## config.mk

```make
export PLATFORM = sky130hd
export DESIGN_NAME = pipeline_hazard_ctrl_flat
export DESIGN_NICKNAME = d
export VERILOG_FILES = /design/src/rtl/pipeline_hazard_ctrl_if.sv /design/src/rtl/pipeline_hazard_ctrl.sv /design/src/flat_wrapper.sv
export SDC_FILE = /design/constraint.sdc
export NUM_CORES = 1
export LEC_CHECK = 0
export CAP_MARGIN = 15
export CORE_ASPECT_RATIO = 0.6
export CORE_MARGIN = 4
export CORE_UTILIZATION = 48
export CTS_BUF_LIST = sky130_fd_sc_hd__clkbuf_2 sky130_fd_sc_hd__clkbuf_4 sky130_fd_sc_hd__clkbuf_8
export DETAILED_ROUTE_END_ITERATION = 16
export PLACE_DENSITY = 0.88
export SYNTH_ARGS = -nofsm -noshare
export SYNTH_HDL_FRONTEND = slang
export SYNTH_SLANG_ARGS = --single-unit
```

## constraint.sdc

```tcl
create_clock -name clk -period 2.74 [get_ports clk]
set_input_delay 0.274 -clock clk [delete_from_list [all_inputs] [get_ports clk]]
set_output_delay 0.274 -clock clk [all_outputs]
set_load 0.01 [all_outputs]
```

## src/rtl/pipeline_hazard_ctrl_if.sv

```systemverilog
// Control/status bundle between the datapath and the pipeline hazard controller.
interface pipeline_hazard_ctrl_if #(
    parameter int unsigned CNT_W = 16
);
    logic [6:0]       id_opcode;
    logic [4:0]       id_rs1;
    logic [4:0]       id_rs2;
    logic [4:0]       ex_rd;
    logic             ex_mem_read;
    logic             ex_mispredict;
    logic             mem_busy;
    logic             clear_counts;
    logic             pc_write;
    logic             if_id_write;
    logic             id_ex_bubble;
    logic             if_id_flush;
    logic             id_ex_flush;
    logic             redirect;
    logic             freeze;
    logic [CNT_W-1:0] stall_count;
    logic [CNT_W-1:0] flush_count;

    modport master (
        output id_opcode, id_rs1, id_rs2, ex_rd, ex_mem_read, ex_mispredict, mem_busy,
               clear_counts,
        input  pc_write, if_id_write, id_ex_bubble, if_id_flush, id_ex_flush, redirect, freeze,
               stall_count, flush_count
    );

    modport slave (
        input  id_opcode, id_rs1, id_rs2, ex_rd, ex_mem_read, ex_mispredict, mem_busy,
               clear_counts,
        output pc_write, if_id_write, id_ex_bubble, if_id_flush, id_ex_flush, redirect, freeze,
               stall_count, flush_count
    );
endinterface

```

## src/rtl/pipeline_hazard_ctrl.sv

```systemverilog
// Hazard sequencer for a 5-stage RISC-V pipeline: load-use bubbles, mispredict squash,
// memory-busy freeze, and saturating stall/flush event counters.
module pipeline_hazard_ctrl #(
    parameter int unsigned FLUSH_LEN = 2,
    parameter int unsigned CNT_W     = 16
) (
    input logic                  clk,
    input logic                  reset,
    pipeline_hazard_ctrl_if.slave hz
);
    typedef enum logic [1:0] {StRun = 2'd0, StStall = 2'd1, StFlush = 2'd2} state_e;

    localparam logic [3:0] FlushInit = 4'(FLUSH_LEN - 1);

    state_e           state_q, state_d;
    logic [3:0]       flush_left_q, flush_left_d;
    logic [CNT_W-1:0] stall_count_q, stall_count_d;
    logic [CNT_W-1:0] flush_count_q, flush_count_d;

    logic uses_rs1, uses_rs2, load_use;
    logic stall_inc, flush_inc;
    logic pc_write_c, if_id_write_c, id_ex_bubble_c, if_id_flush_c, id_ex_flush_c;
    logic redirect_c, freeze_c;

    always_comb begin
        uses_rs1 = 1'b0;
        uses_rs2 = 1'b0;
        unique case (hz.id_opcode)
            7'b0110011, 7'b0100011, 7'b1100011: begin
                uses_rs1 = 1'b1;
                uses_rs2 = 1'b1;
            end
            7'b0010011, 7'b0000011: uses_rs1 = 1'b1;
            default: ;
        endcase
    end

    assign load_use = hz.ex_mem_read && (hz.ex_rd != 5'd0) &&
                      ((uses_rs1 && (hz.ex_rd == hz.id_rs1)) ||
                       (uses_rs2 && (hz.ex_rd == hz.id_rs2)));

    always_comb begin
        state_d        = state_q;
        flush_left_d   = flush_left_q;
        pc_write_c     = 1'b1;
        if_id_write_c  = 1'b1;
        id_ex_bubble_c = 1'b0;
        if_id_flush_c  = 1'b0;
        id_ex_flush_c  = 1'b0;
        redirect_c     = 1'b0;
        freeze_c       = 1'b0;
        stall_inc      = 1'b0;
        flush_inc      = 1'b0;

        if (hz.mem_busy) begin
            // EX is frozen, so any mispredict/load-use is seen again once memory is ready.
            freeze_c      = 1'b1;
            pc_write_c    = 1'b0;
            if_id_write_c = 1'b0;
        end else if (hz.ex_mispredict) begin
            redirect_c    = 1'b1;
            if_id_flush_c = 1'b1;
            id_ex_flush_c = 1'b1;
            flush_inc     = 1'b1;
            if (FLUSH_LEN > 1) begin
                state_d      = StFlush;
                flush_left_d = FlushInit;
            end else begin
                state_d      = StRun;
                flush_left_d = 4'd0;
            end
        end else begin
            unique case (state_q)
                StFlush: begin
                    if_id_flush_c = 1'b1;
                    flush_left_d  = flush_left_q - 4'd1;
                    if (flush_left_q <= 4'd1) begin
                        state_d      = StRun;
                        flush_left_d = 4'd0;
                    end
                end
                StStall: state_d = StRun;
                StRun: begin
                    if (load_use) begin
                        pc_write_c     = 1'b0;
                        if_id_write_c  = 1'b0;
                        id_ex_bubble_c = 1'b1;
                        stall_inc      = 1'b1;
                        state_d        = StStall;
                    end
                end
                default: state_d = StRun;
            endcase
        end
    end

    always_comb begin
        stall_count_d = stall_count_q;
        flush_count_d = flush_count_q;
        if (hz.clear_counts) begin
            stall_count_d = '0;
            flush_count_d = '0;
        end else begin
            if (stall_inc && (stall_count_q != '1)) stall_count_d = stall_count_q + CNT_W'(1);
            if (flush_inc && (flush_count_q != '1)) flush_count_d = flush_count_q + CNT_W'(1);
        end
    end

    always_ff @(posedge clk or negedge reset) begin
        if (!reset) begin
            state_q       <= StRun;
            flush_left_q  <= 4'd0;
            stall_count_q <= '0;
            flush_count_q <= '0;
        end else begin
            state_q       <= state_d;
            flush_left_q  <= flush_left_d;
            stall_count_q <= stall_count_d;
            flush_count_q <= flush_count_d;
        end
    end

    // All control outputs are forced low for the whole time reset is held.
    assign hz.pc_write     = reset & pc_write_c;
    assign hz.if_id_write  = reset & if_id_write_c;
    assign hz.id_ex_bubble = reset & id_ex_bubble_c;
    assign hz.if_id_flush  = reset & if_id_flush_c;
    assign hz.id_ex_flush  = reset & id_ex_flush_c;
    assign hz.redirect     = reset & redirect_c;
    assign hz.freeze       = reset & freeze_c;
    assign hz.stall_count  = stall_count_q;
    assign hz.flush_count  = flush_count_q;
endmodule

```

## src/flat_wrapper.sv

```systemverilog
// flat-port wrapper written by rule: the top's interface ports become plain ports
module pipeline_hazard_ctrl_flat 
#(
    parameter int unsigned FLUSH_LEN = 2,
    parameter int unsigned CNT_W     = 16
)
  (clk, reset, hz_id_opcode, hz_id_rs1, hz_id_rs2, hz_ex_rd, hz_ex_mem_read, hz_ex_mispredict, hz_mem_busy, hz_clear_counts, hz_pc_write, hz_if_id_write, hz_id_ex_bubble, hz_if_id_flush, hz_id_ex_flush, hz_redirect, hz_freeze, hz_stall_count, hz_flush_count);
  pipeline_hazard_ctrl_if #(.CNT_W(CNT_W)) hz_i ();
  input logic clk;
  input logic reset;
  input wire logic [$bits(hz_i.id_opcode)-1:0] hz_id_opcode;
  input wire logic [$bits(hz_i.id_rs1)-1:0] hz_id_rs1;
  input wire logic [$bits(hz_i.id_rs2)-1:0] hz_id_rs2;
  input wire logic [$bits(hz_i.ex_rd)-1:0] hz_ex_rd;
  input wire logic [$bits(hz_i.ex_mem_read)-1:0] hz_ex_mem_read;
  input wire logic [$bits(hz_i.ex_mispredict)-1:0] hz_ex_mispredict;
  input wire logic [$bits(hz_i.mem_busy)-1:0] hz_mem_busy;
  input wire logic [$bits(hz_i.clear_counts)-1:0] hz_clear_counts;
  output wire logic [$bits(hz_i.pc_write)-1:0] hz_pc_write;
  output wire logic [$bits(hz_i.if_id_write)-1:0] hz_if_id_write;
  output wire logic [$bits(hz_i.id_ex_bubble)-1:0] hz_id_ex_bubble;
  output wire logic [$bits(hz_i.if_id_flush)-1:0] hz_if_id_flush;
  output wire logic [$bits(hz_i.id_ex_flush)-1:0] hz_id_ex_flush;
  output wire logic [$bits(hz_i.redirect)-1:0] hz_redirect;
  output wire logic [$bits(hz_i.freeze)-1:0] hz_freeze;
  output wire logic [$bits(hz_i.stall_count)-1:0] hz_stall_count;
  output wire logic [$bits(hz_i.flush_count)-1:0] hz_flush_count;
  assign hz_i.id_opcode = hz_id_opcode;
  assign hz_i.id_rs1 = hz_id_rs1;
  assign hz_i.id_rs2 = hz_id_rs2;
  assign hz_i.ex_rd = hz_ex_rd;
  assign hz_i.ex_mem_read = hz_ex_mem_read;
  assign hz_i.ex_mispredict = hz_ex_mispredict;
  assign hz_i.mem_busy = hz_mem_busy;
  assign hz_i.clear_counts = hz_clear_counts;
  assign hz_pc_write = hz_i.pc_write;
  assign hz_if_id_write = hz_i.if_id_write;
  assign hz_id_ex_bubble = hz_i.id_ex_bubble;
  assign hz_if_id_flush = hz_i.if_id_flush;
  assign hz_id_ex_flush = hz_i.id_ex_flush;
  assign hz_redirect = hz_i.redirect;
  assign hz_freeze = hz_i.freeze;
  assign hz_stall_count = hz_i.stall_count;
  assign hz_flush_count = hz_i.flush_count;
  pipeline_hazard_ctrl #(.FLUSH_LEN(FLUSH_LEN), .CNT_W(CNT_W)) u_core (.clk(clk), .reset(reset), .hz(hz_i));
endmodule
```

==> run summary <==
outcome: completed
vias per cell: 5.35
Rows: 18
crit-path max cell delay: 0.54 ns
largest area contributor in the netlist: dfrtp_1
multiplexer share of the synthesized area: 0.976%
share of cells above drive strength 1: 6.98%
first-pass GRT wire length: 9020 microns
sequential fraction of the synthesis area: 43.7%
initial antenna violation count: 0
worst-case headroom to the max-slew limit: 54.6%
post-synthesis xor/xnor area fraction: 12.1%
main combinational cell family by area after synthesis: simple AND/OR/NAND/NOR gates
Peak VDD IR: 319 uV
most frequent cell after synthesis: dfrtp_1
CP Class: in -> out
Yosys cell types: 43
EDFF count, synth: 0
NumNets Final: 348
via count: 2008
post-placement setup slack: -0.245 ns
Startpoint Class: input port
clock buffer count from CTS: 5
post-route ant nets: 0
Post-Synth Simple-Gate Area: 26.1%
Fin. Hold Viols: 0
Die Ht: 60.2 microns
Die Area: 5720 sq um
placed cells: 368
setup TNS: 0 ns
synthesized area: 2180 sq um
WL per Instance: 14.3 microns
commonest cells in the netlist: dfrtp_1 (38), nor2_1 (31), nand2_1 (20), xnor2_1 (18)
Cell Area, Placed: 2930 sq um
CP endpoint kind: primary output
Slew Limit Fails: 0
Max Clk Rate: 0.381 GHz
critical-path cell list: clkdlybuf4s50_1, or4_1, a211o_1, or3_4, nor3b_1, dlygate4sd2_1
final setup fails: 0
Max Root-Sink Buffers: 2
Min-Delay Path Class: in -> async
complex-gate fraction of the synthesized area: 10.2%
Finished Cell Area: 3030 sq um
ANT cells: 0
crit-path max FO: 3
Tmin final: 2.62 ns
Initial Util: 51.4%
Yosys warning total: 0
Final GP Congestion: 0.850
Seq cells post-synth: 38
TritonRoute pass-1 iters: 4
post-synth top area share: 43.7%
CTS tree: built
final worst-path cycle share: 95.8%
Total Wirelength: 5380 microns
Synth area leaders: dfrtp_1 (44%), xnor2_1 (7.2%), nor2_1 (5.3%)
H-tree level count: 2
Critical-path top delay cell: or4_1
Clock Tree Root: clkbuf_8
Worst Skew: 0.00857 ns
Tightest Pin Transition: 0.678 ns
Final Non-Filler Cells: 375
Initial DRC Count: 97
minimum hold slack: 0.384 ns
CP Data Arrival Time: 2.35 ns
GRT overflow: 0
Clock Sink Count: 38
dpl hpwl: 4150 microns
Syn-to-layout area delta: 39.0%
Leak: 1.21 nW
RSZ-0062 raised after global routing: false
Avg Synthesized Cell Area: 9.04 sq um
total global-route track usage: 20.5%
largest net degree at the start of global routing: 31
vias in the first global route: 1944
IO Port Bufs: 66
Max Cap Viol: 0
final setup margin: 0.115 ns
# IOs: 67
FILL cells: 335
Clock Latency Late Sink: 0.29 ns
syn nets: 273
PD cells: 417 nW/um^2
Mapped Cells: 241
Worst EP required: 2.47 ns
core area: 4230 sq um
die width: 95.0 microns
fraction of registers with async set/reset: 100%
top_reg_cell synth: dfrtp_1
# DRC: 0
Post-Synth Adder-Cell Area: 2.30%
clk slew on worst S/H paths: 0.06 ns
==> logic make-up (layout without fill, tap and decap cells) <==
logic type | after synthesis | in the layout
adders and majority gates | 4 | 4
AOI/OAI and AO/OA | 36 | 36
and+or+nand+nor | 110 | 110
muxes | 2 | 2
xor gates and xnor gates | 30 | 30
buffers and inverters | 21 | 95
DFF | 38 | 38
==> report_power, final <==
part           internal, mW  leakage (nW)  total, mW  switching, mW
combinational         0.121         0.643      0.254          0.133
sequential            0.595         0.524      0.633         0.0372
clock                 0.194        0.0431      0.376          0.182
total                 0.911          1.21       1.26          0.352
==> cell type report <==
type / instances / area (sq um) / area share, %
multi-input combinational: 182 / 1130 / 37.4
sequential: 38 / 951 / 31.4
timing repair buffer: 78 / 746 / 24.6
clock buffer: 6 / 82.6 / 2.73
tap: 60 / 75.1 / 2.48
inverter: 11 / 41.3 / 1.36
==> registers in the layout, summed over array words and instances, names as in the netlist <==
register,cells
u_core.hz.flush_count,16
u_core.hz.stall_count,16
u_core.flush_left_q,4
u_core.state_q,2
==> worst max-delay path, delay by kind of cell <==
family | cells | cell delay (ns)
AND/OR/NAND/NOR | 3 | 1.04
buffers and inverters | 2 | 0.72
AO/OA/AOI/OAI | 1 | 0.30
==> stage by stage <==
step	utilization (%)	total power [mW]
final	71.5	1.26
after floorplan	-	0.784
after detailed placement	69.2	0.897
after global placement	69.2	0.887
after CTS	71.4	1.27
after global routing	71.5	1.34
==> routing by layer <==
| layer | share of wire [%] | global-route usage [%] | routed length [microns] | up-vias |
|---|---|---|---|---|
| met5 | 0 | 0 | 0 | - |
| met1 | 49 | 28.9 | 2630 | 959 |
| met2 | 44 | 31.6 | 2360 | 48 |
| met4 | 0.82 | 3.49 | 44 | 0 |
| li1 | - | - | - | 995 |
| met3 | 6.3 | 6.42 | 338 | 6 |
==> layout by cell type (no fill, tap or decap), types with 8 or more instances in the layout <==
| cell type | instances |
|---|---|
| a21oi_1 | 12 |
| buf_4 | 11 |
| clkdlybuf4s50_1 | 62 |
| dfrtp_1 | 38 |
| inv_1 | 11 |
| nand2_1 | 20 |
| nand3_1 | 10 |
| nor2_1 | 31 |
| o21ai_0 | 8 |
| xnor2_1 | 18 |
| xor2_1 | 12 |
==> timing repair <==
item / CTS / global route
endpoints found under the setup margin: 3 / 4
buffers inserted: 0 / 0
hold buffers: 1 / 0
hold endpoints to repair: 8 / 0
gates resized for setup: 4 / 2
==> path summary, 6_finish.rpt <==
path	startpoint	to	slack [ns]	cells after the start
max reg2reg	u_core.state_q[1]$_DFFE_PN0P_	u_core.hz.stall_count[3]$_DFFE_PN0P_	0.21	7
min reg2reg	u_core.flush_left_q[1]$_DFFE_PN0P_	u_core.flush_left_q[1]$_DFFE_PN0P_	0.51	2
min in group clk	u_core.flush_left_q[1]$_DFFE_PN0P_	u_core.flush_left_q[1]$_DFFE_PN0P_	0.51	2
max	hz_ex_mispredict	hz_pc_write	0.12	6
max in group asynchronous	reset	u_core.hz.flush_count[5]$_DFFE_PN0P_	1.71	3
min	reset	u_core.state_q[0]$_DFFE_PN0P_	0.38	2
Power figures use the tool's default switching activity.
